File: src/rtl/cla_pkg.sv
// Shared definitions for the pipelined carry-lookahead adder: stage limit, op encoding
// and the segment-width helper.
package cla_pkg;

  localparam int CLA_MAX_STAGES = 8;

  localparam logic OP_ADD = 1'b0;
  localparam logic OP_SUB = 1'b1;

  function automatic int seg_width(input int width, input int stages);
    return (stages > 0) ? (width / stages) : width;
  endfunction

endpackage

File: src/rtl/cla_segment.sv
// Combinational SEG-bit carry-lookahead slice; every carry is formed directly from the
// generate/propagate terms rather than rippling bit to bit.
module cla_segment
  import cla_pkg::*;
#(
  parameter int SEG = 16
) (
  input  logic [SEG-1:0] a,
  input  logic [SEG-1:0] b,
  input  logic           cin,
  output logic [SEG-1:0] sum,
  output logic           cout
);

  logic [SEG-1:0] gen;
  logic [SEG-1:0] prop;
  logic [SEG:0]   carry;

  assign gen  = a & b;
  assign prop = a ^ b;

  // c[i+1] = g[i] | p[i]g[i-1] | p[i]p[i-1]g[i-2] | ... | p[i..0]cin
  always_comb begin
    logic acc;
    logic run;
    carry    = '0;
    acc      = 1'b0;
    run      = 1'b0;
    carry[0] = cin;
    for (int i = 0; i < SEG; i++) begin
      acc = gen[i];
      run = prop[i];
      for (int j = i - 1; j >= 0; j--) begin
        acc = acc | (run & gen[j]);
        run = run & prop[j];
      end
      carry[i+1] = acc | (run & cin);
    end
  end

  assign sum  = prop ^ carry[SEG-1:0];
  assign cout = carry[SEG];

endmodule

File: src/rtl/cla_pipe_adder.sv
// Pipelined CLA add/subtract with valid/ready backpressure: one segment per stage,
// carry passed rank to rank. Optional out_overflow port under CLA_PIPE_OVERFLOW_EN.
module cla_pipe_adder
  import cla_pkg::*;
#(
  parameter int WIDTH  = 64,
  parameter int STAGES = 4
) (
  input  logic             clock,
  input  logic             reset_n,
  input  logic             in_valid,
  output logic             in_ready,
  input  logic [WIDTH-1:0] in_a,
  input  logic [WIDTH-1:0] in_b,
  input  logic             in_op_sub,
  input  logic             in_carry,
  output logic             out_valid,
  input  logic             out_ready,
  output logic [WIDTH:0]   out_sum
`ifdef CLA_PIPE_OVERFLOW_EN
  ,
  output logic             out_overflow
`endif
);

  localparam int SEG = seg_width(WIDTH, STAGES);

  if ((STAGES < 1) || (STAGES > CLA_MAX_STAGES) || ((WIDTH % STAGES) != 0)) begin : g_param_check
    $error("cla_pipe_adder: WIDTH must divide evenly into 1..8 STAGES");
  end

  // Rank 0 holds the operands as they will be added (B already inverted for subtract);
  // rank k holds the low k segments of the result plus the carry out of segment k-1.
  logic                   valid_q [0:STAGES];
  logic                   c_q     [0:STAGES];
  logic [WIDTH-1:0]       a_q     [0:STAGES-1];
  logic [WIDTH-1:0]       b_q     [0:STAGES-1];
  logic [WIDTH-1:0]       sum_q   [1:STAGES];
  logic [WIDTH-1:0]       sum_d   [1:STAGES];

  logic [STAGES-1:0][SEG-1:0] seg_sum;
  logic [STAGES-1:0]          seg_cout;
  logic                       advance;

  assign advance  = !valid_q[STAGES] || out_ready;
  assign in_ready = advance;

  for (genvar k = 0; k < STAGES; k++) begin : g_seg
    cla_segment #(.SEG(SEG)) u_seg (
      .a    (a_q[k][k*SEG +: SEG]),
      .b    (b_q[k][k*SEG +: SEG]),
      .cin  (c_q[k]),
      .sum  (seg_sum[k]),
      .cout (seg_cout[k])
    );
  end

  always_comb begin
    for (int k = 1; k <= STAGES; k++) begin
      sum_d[k] = '0;
    end
    sum_d[1][SEG-1:0] = seg_sum[0];
    for (int k = 2; k <= STAGES; k++) begin
      sum_d[k]                   = sum_q[k-1];
      sum_d[k][(k-1)*SEG +: SEG] = seg_sum[k-1];
    end
  end

`ifdef CLA_PIPE_OVERFLOW_EN
  logic ovf_q;
  logic ovf_d;

  // The carry into the MSB is recovered from the MSB sum bit and its two operand bits.
  assign ovf_d = seg_cout[STAGES-1] ^ (a_q[STAGES-1][WIDTH-1] ^ b_q[STAGES-1][WIDTH-1]
                                       ^ seg_sum[STAGES-1][SEG-1]);

  always_ff @(posedge clock or negedge reset_n) begin
    if (!reset_n) begin
      ovf_q <= 1'b0;
    end else if (advance) begin
      ovf_q <= ovf_d;
    end
  end

  assign out_overflow = ovf_q;
`endif

  always_ff @(posedge clock or negedge reset_n) begin
    if (!reset_n) begin
      for (int k = 0; k <= STAGES; k++) begin
        valid_q[k] <= 1'b0;
        c_q[k]     <= 1'b0;
      end
      for (int k = 0; k < STAGES; k++) begin
        a_q[k] <= '0;
        b_q[k] <= '0;
      end
      for (int k = 1; k <= STAGES; k++) begin
        sum_q[k] <= '0;
      end
    end else if (advance) begin
      valid_q[0] <= in_valid;
      a_q[0]     <= in_a;
      b_q[0]     <= (in_op_sub == OP_SUB) ? ~in_b : in_b;
      c_q[0]     <= (in_op_sub == OP_SUB) ? ~in_carry : in_carry;
      for (int k = 1; k <= STAGES; k++) begin
        valid_q[k] <= valid_q[k-1];
        c_q[k]     <= seg_cout[k-1];
        sum_q[k]   <= sum_d[k];
      end
      for (int k = 1; k < STAGES; k++) begin
        a_q[k] <= a_q[k-1];
        b_q[k] <= b_q[k-1];
      end
    end
  end

  assign out_valid = valid_q[STAGES];
  assign out_sum   = {c_q[STAGES], sum_q[STAGES]};

endmodule

File: config.mk
export PLATFORM = sky130hd
export DESIGN_NAME = cla_pipe_adder
export DESIGN_NICKNAME = d
export VERILOG_FILES = /design/src/rtl/cla_pkg.sv /design/src/rtl/cla_segment.sv /design/src/rtl/cla_pipe_adder.sv
export SDC_FILE = /design/constraint.sdc
export NUM_CORES = 1
export LEC_CHECK = 0
export ABC_AREA = 1
export CAP_MARGIN = 20
export CORE_UTILIZATION = 59
export DETAILED_ROUTE_END_ITERATION = 10
export PLACE_DENSITY = 0.81
export SETUP_SLACK_MARGIN = 0.5
export SLEW_MARGIN = 20
export SYNTH_ARGS = -nofsm -noshare
export SYNTH_HDL_FRONTEND = slang
export SYNTH_SLANG_ARGS = --single-unit
File: constraint.sdc
create_clock -name clock -period 4.9 [get_ports clock]
set_input_delay 0.735 -clock clock [delete_from_list [all_inputs] [get_ports clock]]
set_output_delay 0.735 -clock clock [all_outputs]
set_load 0.02 [all_outputs]
==> flow_metrics.tcl, run 1 <==
set metrics [dict create \
    numCtsBuffers 49 \
    fin_util 0.711 \
    place_inst 3246 \
    h-tree-depth 2 \
    grt-ovfl-total 0 \
    place_area_um2 24600 \
    core_area_um2 37000 \
    fin_total_pwr_mw 18.0 \
    p_per_area_nw_per_um2 687 \
    track_usage 0.264 \
    slew-limit-headroom 0.308 \
    drt_iter0_drc 1259 \
    cp_slowest_cell "clkdlybuf4s50_1" \
    synth_common_cells "1152 x nand2_1, 490 x dfrtp_1, 245 x o21ai_0" \
    status "finished, final reports clean" \
    syn_inst 2645 \
    dieHeight_um 197 \
    ctsHoldBuffers 0 \
    holdWs_ps 216 \
    crit_type "primary input to output port" \
    cts_setup_buffers 0 \
    timing.final.ws_setup_ps 1680 \
    yosys.area.top_type "dfrtp_1" \
    critPathRequiredTime_ps 4160 \
    clk_pin_slew_worst_paths_ps 60 \
    crit_family "buffers and inverters" \
    topRoutingLayerUsed "met4" \
    drive_gt1_frac 0.0452 \
    fillers 2875 \
    finalHoldViolations 0 \
    wl_per_cell_um 14.7 \
    peakVddDrop_v 0.000268 \
    dr.pass1.iters 5 \
    synth_area_per_cell_um2 8.44 \
    area_delta_synth_final_pct 17.6 \
    dieArea_um2 38600 \
    routed-wl-met3_mm 2.96 \
    worstSkewPairLatency_ps 580 \
    antenna_found_initial 0 \
    synthesis.nets 2851 \
    dp.final_hpwl_mm 32.4 \
    grt_pass1_vias 16600 \
    max_stage_delay_ps 670 \
    yosys.cell_types.count 28 \
    async_reset_ff_frac 1.00 \
    clock-sinks 490 \
    fmax_mhz 311 \
    portBuffers 200 \
    startpoint_type "primary input" \
    setup_violations 0 \
    synth_top_flop_cell "dfrtp_1" \
    rsz0062_at_grt "no" \
    finalNonFillerCells 3338 \
    yosysMostFrequentCell "nand2_1" \
    r2r_slack_ps 2120 \
    drc 0 \
    start_util 0.604 \
    cts_tree "built" \
    rows 70 \
    wl_mm 49.0 \
    cp-end-kind "output port" \
    worstMarginPinSlew_ps 1040 \
    fin_setup_tns_ps 0 \
    gp_congestion 0.876 \
    p_leak_nw 13.2 \
    worstPathArrival_ps 2480 \
    path_buf_inv 3 \
    hold_path_class "primary input to asynchronous set/reset pin" \
    antennaDiodeCount 0 \
    period_needed_ps 3220 \
    yosysWarnings 0 \
    via_per_inst 5.17 \
    cts_buffer_depth 3 \
    synth_top_cell_area_share 0.549 \
    fin_nets 2999 \
    slew_violations 0 \
    place_ws_ps 1350 \
    crit_fanout 105 \
    synth_seq_cells 490 \
    cts_resized 0 \
    crit_chain "clkdlybuf4s50_1 -> nor2_4 -> clkinv_8 -> clkdlybuf4s50_1" \
    ys_seq_area_frac 0.549 \
    fin_crit_sh 0.657 \
    synthTopCellsByArea "dfrtp_1 55%, nand2_1 19%, o21ai_0 5.5%" \
    netlist_area_um2 22300 \
    synth_edf_count 0 \
    finClkSkew_ps 10.9 \
    ant_nets 0 \
    finalInstanceArea_um2 26300 \
    drv_cap 0 \
    grt_pass1_wl_mm 82.5 \
    vias 17200 \
    met2WireLength_mm 22.3 \
    grt_start_max_net_pins 239 \
    critPathMostFrequentCell "clkdlybuf4s50_1" \
    wirelength_met1_mm 22.6 \
    ioPinCount 201 \
    cts_root_buf "clkbuf_16" \
    fp.dieW_um 197 \
]
-- report_power, final --
group	internal [mW]	switching [mW]	leakage, nW
sequential	5.86	1.05	5.94
clock	2.29	1.54	0.832
combinational	2.67	4.62	6.44
-- final cells by class --
class,count,area (µm²),area share
repair buffers,212,2170,0.0826
multi-input cells,1853,8800,0.335
flip-flops and latches,490,12300,0.467
clock buffers,72,1470,0.0558
inverters,187,714,0.0272
clock inverters,20,216,0.00824
well taps,504,631,0.0240
-- placed cells by master, fill, tap and decap left out, types with 7 or more instances in the layout --
cell             netlist  routed
nor2_1                70      70
clkinv_2               0      11
xnor2_1               71      71
nand4_1               15      15
nand3_1               70      70
nor2_2                12      12
xor2_1                22      22
a31oi_1                9       9
buf_4                  1       7
nand2_2               14      14
o21ai_0              245     245
ha_1                  68      68
clkdlybuf4s50_1        0     198
dfrtp_1              490     490
a21oi_1               50      50
inv_1                185     185
o21ai_1               22      22
clkbuf_8               0      11
clkbuf_1              22      10
clkbuf_16              0      51
nand3b_1              11      11
nand2_1             1152    1152
-- layer usage --
metal | GRT usage | vias up
met5 | 0 | -
met1 | 0.382 | 8179
met3 | 0.0460 | 65
met4 | 0.0865 | 0
met2 | 0.407 | 412
li1 | - | 8590
-- sequential cells by signal, summed over array words and instances (netlist names) --
name	cells
a_q	160
valid_q	4
b_q	160
sum_d	96
out_valid	1
out_sum	65
c_q	4
-- kinds of logic after synthesis --
family	synth area share
AO/OA/AOI/OAI	0.0769
XOR/XNOR	0.0365
adder cells (fa/ha/maj)	0.0417
buffers and inverters	0.0568
flip-flops	0.549
AND/OR/NAND/NOR	0.239
-- worst paths after layout --
kind | from | to | depth (start not counted)
max | out_ready | in_ready | 4
min | reset_n | out_sum[19] | 1
max reg2reg | out_valid | c_q[1] | 8
min reg2reg | valid_q[1] | out_valid | 2
max in group asynchronous | reset_n | b_q[184] | 2
min in group clock | valid_q[1] | out_valid | 2
(Power assumes the default switching activity.)
==> run 2: changes to the inputs <==
--- a/config.mk
+++ b/config.mk
@@ -7,9 +7,9 @@
 export LEC_CHECK = 0
 export ABC_AREA = 1
 export CAP_MARGIN = 20
-export CORE_UTILIZATION = 59
+export CORE_UTILIZATION = 58
 export DETAILED_ROUTE_END_ITERATION = 10
-export PLACE_DENSITY = 0.81
+export PLACE_DENSITY = 0.8
 export SETUP_SLACK_MARGIN = 0.5
 export SLEW_MARGIN = 20
 export SYNTH_ARGS = -nofsm -noshare
==> constraint.sdc (replaced) <==
create_clock -name clock -period 3.2 [get_ports clock]
set_input_delay 0.48 -clock clock [delete_from_list [all_inputs] [get_ports clock]]
set_output_delay 0.48 -clock clock [all_outputs]
set_load 0.02 [all_outputs]
==> run 2 against run 1 <==
  * Wire length increased by 1.4%
  * Final area up 0.44%
  * Sequential power is 53% higher
  * Core utilization decreased by 1.2 points
  * Highest routed layer unchanged
  * Cell count is 0.60% higher
  * Power is 52% higher
==> flow_metrics.tcl, run 2 (synthesis results as in run 1) <==
set metrics [dict create \
    drc 0 \
    register_area_um2 12300 \
    hold_path_class "primary input to flip-flop" \
    crit_chain "inv_1 -> nor2_4 -> clkinv_8 -> clkdlybuf4s50_1" \
    portBuffers 200 \
    dr.pass1.iters 5 \
    fp.dieW_um 198 \
    cts_buffer_depth 3 \
    cp-end-kind "output port" \
    cp_slowest_cell "clkdlybuf4s50_1" \
    fin_crit_sh 0.722 \
    p_per_area_nw_per_um2 1040 \
    crit_type "flip-flop to output port" \
    dieHeight_um 198 \
    layout_common_cells "1152 x nand2_1, 490 x dfrtp_1, 245 x o21ai_0" \
    ioPinCount 201 \
    drive_gt1_frac 0.0474 \
    worstSkewPairLatency_ps 600 \
    vias 17200 \
    peakVddDrop_v 0.000469 \
    startpoint_type "flip-flop" \
    start_util 0.592 \
    clock-sinks 490 \
    layout_commonest_cell "nand2_1" \
    cts_tree "built" \
    ant_nets 0 \
    grt-ovfl-total 0 \
    max_stage_delay_ps 570 \
    fin_nets 3012 \
    timing.final.ws_setup_ps 890 \
    finalHoldViolations 0 \
    track_usage 0.262 \
    finClkSkew_ps 19.7 \
    grt_pass1_wl_mm 82.7 \
    dp.final_hpwl_mm 33.6 \
    dieArea_um2 39300 \
    via_per_inst 5.14 \
    place_ws_ps 783 \
    gp_congestion 0.874 \
    period_needed_ps 2310 \
    core_area_um2 37800 \
    fmax_mhz 433 \
    critPathRequiredTime_ps 2720 \
    worstMarginPinSlew_ps 1110 \
    fillers 2976 \
    h-tree-depth 2 \
    wl_mm 49.7 \
    multi_input_area_um2 8800 \
    drv_cap 0 \
    slew_violations 0 \
    area_delta_synth_final_pct 18.1 \
    clk_pin_slew_worst_paths_ps 60 \
    grt_start_max_net_pins 219 \
    drt_iter0_drc 1193 \
    grt_pass1_vias 16800 \
    antenna_found_initial 1 \
    rsz0062_at_grt "no" \
    cts_root_buf "clkbuf_16" \
    numCtsBuffers 50 \
    p_leak_nw 13.3 \
    rows 71 \
    fin_setup_tns_ps 0 \
    crit_fanout 4 \
    worstPathArrival_ps 1830 \
    setup_violations 0 \
    status "finished, final reports clean" \
    slew-limit-headroom 0.262 \
    wl_per_cell_um 14.8 \
]
## run 2: cell type report
cell class / instances / share of cell area
inverters: 187 / 0.0271
repair buffers: 224 / 0.0891
diodes: 1 / 0.0000949
flip-flops and latches: 490 / 0.465
clock buffers: 74 / 0.0546
multi-input cells: 1853 / 0.334
clock inverters: 18 / 0.00621
well taps: 511 / 0.0242
## run 2: what timing repair did
item | 4_1_cts | 5_1_grt
hold buffers | 1 | 0
gates resized for setup | 0 | 0
hold endpoints to repair | 77 | 0
buffers inserted | 0 | 0
## run 2: worst paths after layout
kind | from | cells after the start | slack, ps | end
max in group asynchronous | reset_n | 3 | 1790 | sum_d[81]
min in group asynchronous | reset_n | 2 | 520 | out_sum[15]
max | out_valid | 4 | 890 | in_ready
min | in_a[39] | 3 | 420 | a_q[231]
min reg2reg | b_q[216] | 2 | 460 | b_q[152]
max reg2reg | b_q[148] | 9 | 1190 | sum_d[87]
## run 2: worst max-delay path: cells and delay by family, from the launching register on
kind	cells	cell delay, ps
buffers and inverters	3	730
flip-flops	1	340
AND/OR/NAND/NOR	1	170
## run 2: per-layer routing
metal  global-route usage  wire length (µm)  vias to the layer above  part of all wire
met4               0.0795              1080                        0             0.022
li1                     -                 -                     8620                 -
met1                0.388             24000                     8193              0.48
met5                    0                 0                        -                 0
met2                0.400             22200                      375              0.45
met3               0.0375              2470                       58             0.050
## run 2: power by group
| part | switching [mW] | total [mW] | leakage [nW] | internal, mW |
|---|---|---|---|---|
| clock | 2.37 | 5.65 | 0.792 | 3.28 |
| sequential | 1.59 | 10.6 | 5.94 | 8.97 |
| combinational | 7.15 | 11.3 | 6.53 | 4.14 |
## run 2: through the flow
stage | area [µm²] | hold slack [ps] | power [mW] | util | instances
2_1_floorplan | 22300 | 184 | 18.1 | - | 2645
3_3_place_gp | 24800 | 438 | 21.4 | 0.656 | 3264
3_5_place_dp | 24800 | 451 | 21.8 | 0.656 | 3264
4_1_cts | 26400 | 391 | 27.7 | 0.699 | 3357
5_1_grt | 26400 | 417 | 29.7 | 0.699 | 3358
6_report | 26400 | 418 | 27.5 | 0.699 | 3358
==> run 3: changes to the inputs <==
--- a/config.mk
+++ b/config.mk
@@ -7,9 +7,9 @@
 export LEC_CHECK = 0
 export ABC_AREA = 1
 export CAP_MARGIN = 20
-export CORE_UTILIZATION = 58
+export CORE_UTILIZATION = 52
 export DETAILED_ROUTE_END_ITERATION = 10
-export PLACE_DENSITY = 0.8
+export PLACE_DENSITY = 0.76
 export SETUP_SLACK_MARGIN = 0.5
 export SLEW_MARGIN = 20
 export SYNTH_ARGS = -nofsm -noshare
==> constraint.sdc (replaced) <==
create_clock -name clock -period 1.95 [get_ports clock]
set_input_delay 0.2925 -clock clock [delete_from_list [all_inputs] [get_ports clock]]
set_output_delay 0.2925 -clock clock [all_outputs]
set_load 0.02 [all_outputs]
==> run 3 against run 2 <==
  * Combinational power grew to 3.4 times the previous value
  * Global-route usage up 1.1 points
  * Cell count rose by 12%
  * Die area is 11% higher
  * Core utilization grew 15 points
  * Power increased by 150%
  * Sequential power grew 84%
  * Clock skew increased by 25 ps
  * Worst hold slack lost 230 ps
  * Largest power group unchanged
==> flow_metrics.tcl, run 3 (synthesis results as in run 1) <==
set metrics [dict create \
    status "finished, final reports clean" \
    via_per_inst 5.85 \
    drv_cap 0 \
    cts_buffer_depth 3 \
    multi_input_area_um2 13200 \
    drt_iter0_drc 2156 \
    rsz0062_at_grt "yes" \
    rows 75 \
    worstPathArrival_ps 2410 \
    hold_end "a_q[233]" \
    clk_pin_slew_worst_paths_ps 60 \
    finClkSkew_ps 44.4 \
    dr.pass1.iters 6 \
    ioPinCount 201 \
    r2r_slack_ps 30 \
    antenna_found_initial 1 \
    worstMarginPinSlew_ps 523 \
    area_delta_synth_final_pct 60.5 \
    fin_setup_tns_ps 0 \
    critPathRequiredTime_ps 2450 \
    drc 0 \
    cts_root_buf "clkbuf_16" \
    place_ws_ps -4.46 \
    start_util 0.530 \
    cp-end-kind "flip-flop" \
    vias 21900 \
    fmax_mhz 522 \
    cts_tree "built" \
    layout_common_cells "653 x nand2_1, 460 x dfrtp_1, 300 x nand2_2" \
    hold_path_class "primary input to flip-flop" \
    finalHoldViolations 0 \
    fin_nets 3376 \
    hold_start "in_a[41]" \
    p_per_area_nw_per_um2 1900 \
    dp.final_hpwl_mm 37.6 \
    slew_violations 0 \
    p_leak_nw 18.0 \
    finalInstanceArea_um2 35900 \
    dieArea_um2 43800 \
    layout_commonest_cell "nand2_1" \
    register_area_um2 12300 \
    startpoint_type "flip-flop" \
    setup_violations 0 \
    track_usage 0.273 \
    peakVddDrop_v 0.000948 \
    timing.final.ws_setup_ps 34.5 \
    r2r_start "b_q[153]" \
    fillers 1913 \
    numCtsBuffers 52 \
    core_area_um2 42100 \
    fp.dieW_um 209 \
    r2r_cells 12 \
    place_area_um2 25900 \
    grt_start_max_net_pins 90 \
    antennaDiodeCount 0 \
    drive_gt1_frac 0.443 \
    grt-ovfl-total 0 \
    crit_fanout 4 \
    gp_congestion 0.872 \
    grt_pass1_vias 18600 \
    dieHeight_um 209 \
    wl_per_cell_um 23.4 \
    ant_nets 0 \
    wl_mm 87.6 \
    worstSkewPairLatency_ps 640 \
    crit_type "flip-flop to flip-flop" \
    portBuffers 200 \
    clock-sinks 490 \
    fin_crit_sh 0.982 \
    r2r-end "sum_d[95]" \
    h-tree-depth 2 \
    slew-limit-headroom 0.648 \
    period_needed_ps 1920 \
    hold_depth 3 \
    grt_pass1_wl_mm 95.6 \
]
## run 3: cell types whose count changed in the layout (fill, tap and decap cells not counted), sizes merged
cell           change
clkinvlp           +3
diode              -1
clkinv             -4
inv                +3
buf              +366
bufinv             +2
clkdlybuf4s50     -67
clkbuf            +59
## run 3: worst max-delay path by stage
stage | from | endpoint | slack [ps] | cells past startpoint
finish | b_q[153] | sum_d[95] | 30 | 12
global route | b_q[153] | sum_d[95] | -20 | 12
CTS | out_valid | in_ready | 220 | 4
detailed placement | out_ready | b_q[218] | -4 | 6
global placement | out_ready | a_q[161] | 30 | 6
floorplan | b_q[105] | sum_d[45] | 380 | 12
## run 3: per-stage QoR
stage	power (mW)	instances	hold slack, ps	util
floorplan	31.4	2645	-3.09	-
global placement	37.8	3329	261	0.615
detailed placement	38.5	3329	261	0.615
CTS	53.2	3553	191	0.701
global route	70.6	3747	219	0.851
finish	68.0	3747	186	0.851
## run 3: where the power goes
part	switching (mW)	leakage [nW]	internal [mW]
combinational	20.9	11.3	17.4
sequential	4.70	5.91	14.8
clock	4.43	0.822	5.78
## run 3: worst max-delay path, stage by stage (launching register included)
cell and delay [ps]:
dfrtp_1 460, ha_4 350, nand2_4 90, nor2_4 130, nand2_2 90, nor2_2 120
nand2_1 70, nor2_1 100, nor2_1 80, nand2_1 70, nand2_1 60, nand3_1 100
nand2_1 50
## run 3: final cells by class
cell class | instances | area share
Tap cell | 539 | 0.0188
Sequential cell | 490 | 0.343
Timing Repair Buffer | 582 | 0.201
Clock buffer | 74 | 0.0408
Timing Repair inverter | 4 | 0.00157
Clock inverter | 18 | 0.00674
Multi-Input combinational cell | 1853 | 0.367
Inverter | 187 | 0.0205
## run 3: per-layer routing
metal  part of all wire  vias up  GRT usage
li1                   -     9368          -
met1               0.37    10900      0.375
met2               0.49     1291      0.447
met3              0.084      391     0.0377
met4              0.058        2     0.0915
met5            0.00014        -          0
## run 3: timing repair
| action | in CTS | in global routing |
|---|---|---|
| resized for setup | 560 | 1201 |
| cloned | 8 | 85 |
| hold buffers | 1 | 0 |
| setup buffers | 123 | 109 |
| pin swaps | 125 | 407 |
| setup endpoints to repair | 512 | 541 |
| endpoints found under the hold margin | 33 | 0 |
